### config.mk
export PLATFORM = sky130hd
export DESIGN_NAME = rosc_trim_decode
export DESIGN_NICKNAME = d
export VERILOG_FILES = /design/src/rtl/rosc_pkg.sv /design/src/rtl/rosc_trim_decode.sv
export SDC_FILE = /design/constraint.sdc
export NUM_CORES = 1
export LEC_CHECK = 0
export BUFFER_PORTS_ARGS = -buffer_cell sky130_fd_sc_hd__buf_2
export CAP_MARGIN = 20
export CORE_MARGIN = 2
export CORE_UTILIZATION = 40
export DETAILED_ROUTE_END_ITERATION = 6
export PLACE_DENSITY_LB_ADDON = 0.15
export SYNTH_ARGS = -nofsm -noshare
export SYNTH_HDL_FRONTEND = slang
export SYNTH_SLANG_ARGS = --single-unit
### constraint.sdc
create_clock -name vclk -period 13.9
set_clock_uncertainty 0.2 [all_clocks]
set_input_delay 4.17 -clock vclk [all_inputs]
set_output_delay 4.17 -clock vclk [all_outputs]
set_load 0.02 [all_outputs]
### src/rtl/rosc_pkg.sv
// Shared constants and phase-state type for the trimmable ring-oscillator model.
package rosc_pkg;

    localparam int unsigned ROSC_NSTAGES = 13;
    localparam int unsigned ROSC_TRIM_W  = 26;
    localparam int unsigned ROSC_UNITS_W = 5;

    // Quadrature phase state; the encoding is {clockp[1], clockp[0]}.
    typedef enum logic [1:0] {
        PH_00 = 2'b00,
        PH_01 = 2'b01,
        PH_11 = 2'b11,
        PH_10 = 2'b10
    } rosc_phase_e;

    // Gray-ordered successor: exactly one output bit toggles per step.
    function automatic rosc_phase_e rosc_next_phase(input rosc_phase_e p);
        rosc_phase_e n;
        case (p)
            PH_00:   n = PH_01;
            PH_01:   n = PH_11;
            PH_11:   n = PH_10;
            default: n = PH_00;
        endcase
        return n;
    endfunction

endpackage

### src/rtl/rosc_trim_decode.sv
// Trim decode: 26-bit trim word -> effective units, and registered units -> half-period.
module rosc_trim_decode
    import rosc_pkg::*;
#(
    parameter int unsigned BASE_HALF = 4,
    parameter int unsigned STEP      = 1,
    parameter int unsigned CNT_W     = 5
) (
    input  logic [ROSC_TRIM_W-1:0]  trim,
    input  logic [ROSC_UNITS_W-1:0] units,
    output logic [ROSC_UNITS_W-1:0] units_c,
    output logic [CNT_W-1:0]        half_c
);

    // Primary bit counts once; a secondary bit only adds when its primary is set.
    always_comb begin
        units_c = '0;
        for (int i = 0; i < int'(ROSC_NSTAGES); i++) begin
            units_c = units_c
                    + ROSC_UNITS_W'(trim[i])
                    + ROSC_UNITS_W'(trim[i] & trim[i + int'(ROSC_NSTAGES)]);
        end
    end

    // Half-phase length in clk cycles for the given unit count.
    always_comb begin
        half_c = CNT_W'(BASE_HALF) + CNT_W'(STEP) * CNT_W'(units);
    end

endmodule

==> impl_metrics.json <==
{
  "antenna_cells": 0,
  "viasPerCell": 4.103,
  "synth_area_leaders": "fa_1 50%, ha_1 17%, inv_1 13%",
  "post-route-min-period_ns": 13.05,
  "clock_buffers": 0,
  "hold_path_class": "input port to output pin",
  "vdd_drop_max_mv": 0.2958,
  "portBuffers": 37,
  "via_count": 558,
  "first_global_vias": 539,
  "num_rows": 15,
  "yosysTopAreaCell": "fa_1",
  "track_usage": 0.1337,
  "power_uw": 252.4,
  "synthTopCellsByCount": "25 x inv_1, 18 x fa_1, 10 x ha_1",
  "end_kind": "output pin",
  "io_pins": 41,
  "tns_ns": 0,
  "chipHeight_um": 46.34,
  "max-slew-margin-rel": 0.9043,
  "p_per_area_mw_per_mm2": 274.8,
  "ant_nets": 0,
  "crit_arrival_ns": 8.68,
  "wl_um": 1175,
  "timing.final.ws_setup_ns": 0.8532,
  "synth_top_area_share": 0.5026,
  "post-dp-hpwl_um": 1216,
  "rsz0062_at_grt": "no",
  "cts_resized": 0,
  "syn-num-nets": 135,
  "avgSynthCellArea_um2": 9.433,
  "antenna_found_initial": 0,
  "drv_slew": 0,
  "die_w_um": 46.34,
  "worstPathMaxFanout": 2,
  "finalCritPeriodShare": 0.9386,
  "final_util": 0.5377,
  "die_area_mm2": 0.002147,
  "grt-ovfl-total": 0,
  "maxCapViolCount": 0,
  "area_growth_syn_to_layout_pct": 28.10,
  "synth-warning-count": 0,
  "grt_max_degree": 4,
  "start_util": 0.4198,
  "crit_path_start_kind": "input port",
  "syn_inst": 76,
  "regArea_um2": 0,
  "gp_congestion": 0.6937,
  "nNetsFinal": 172,
  "worst_pin_slew_ns": 0.1436,
  "outcome": "finished clean",
  "setup_viol_count_final": 0,
  "finish.instance_area_um2": 918.4,
  "drt_iter0_drc": 1,
  "ys_seq_area_frac": 0,
  "cts_setup_buffers": 0,
  "hold_depth": 0,
  "syn_area_um2": 716.9,
  "design.seq.count": 0,
  "yosysMostFrequentCell": "inv_1",
  "drive_above_1_share": 0.3423,
  "drtPass1Iterations": 3,
  "grt_pass1_wl_um": 2111,
  "max_freq_mhz": 76.65,
  "hold_buffers": 0,
  "design.core.area_mm2": 0.001708,
  "critPathRequiredTime_ns": 9.53,
  "place_area_um2": 918.4,
  "leakagePower_nw": 0.5742,
  "dp_worst_setup_slack_ns": 0.8235,
  "yosys.cell_types.count": 11,
  "hold_viol": 0,
  "post_drt_wl_per_cell_um": 8.640,
  "drc": 0,
  "critical_path_class": "input port to output pin"
}
==> critical path: stages <==
cell and delay (ns):
buf_2 0.10, and2_1 0.17, fa_1 0.46, fa_1 0.51
inv_1 0.05, fa_1 0.45, fa_1 0.53, fa_1 0.44
fa_1 0.51, inv_1 0.05, ha_1 0.20, fa_1 0.40
a21o_1 0.19, a21oi_2 0.14, xnor2_1 0.12, buf_2 0.18
==> layout make-up <==
class | instances | area [um^2]
inverter | 25 | 93.84
fill | 171 | 789.5
timing repair buffer | 37 | 185.2
multi-input combinational | 49 | 608.1
tap | 25 | 31.28
==> layer usage <==
layer,up-vias,track usage,share of wire
met5,-,0,0
met4,0,0.005714,0
met3,0,0.003922,0.046
met2,17,0.2361,0.49
met1,255,0.1907,0.46
li1,286,-,-
==> placed cells by master (no fill, tap or decap) <==
cell type and instances:
inv_1 25, xnor2_1 2, xor2_1 2, and2_1 4, buf_2 37, a21oi_2 1, nand2_1 9, fa_1 18
a21o_1 2, ha_1 10, a21oi_1 1
==> report_power, final <==
part	total [mW]	switching, mW	leakage, nW	internal, mW
Sequential	0	0	0	0
Clock	0	0	0	0
Combinational	0.252	0.146	0.574	0.106
==> per-stage QoR <==
stage / hold WS (ns) / std cells
after global routing: 8.140 / 136
after global placement: 8.140 / 136
after detailed placement: 8.140 / 136
after floorplan: 8.217 / 76
after CTS: 8.140 / 136
final: 8.140 / 136
==> worst paths after layout <==
| path | slack (ns) | start | endpoint |
|---|---|---|---|
| worst min-delay path | 8.14 | units[0] | half_c[0] |
| worst max-delay path | 0.85 | trim[2] | units_c[4] |
==> kinds of logic after synthesis <==
kind of cell,Yosys count,share of synthesized area
AO/OA/AOI/OAI,4,0.04013
XOR/XNOR,4,0.04887
adder cells (fa/ha/maj),28,0.6771
buffers and inverters,27,0.1518
AND/OR/NAND/NOR,13,0.08202
(Power assumes the default switching activity.)
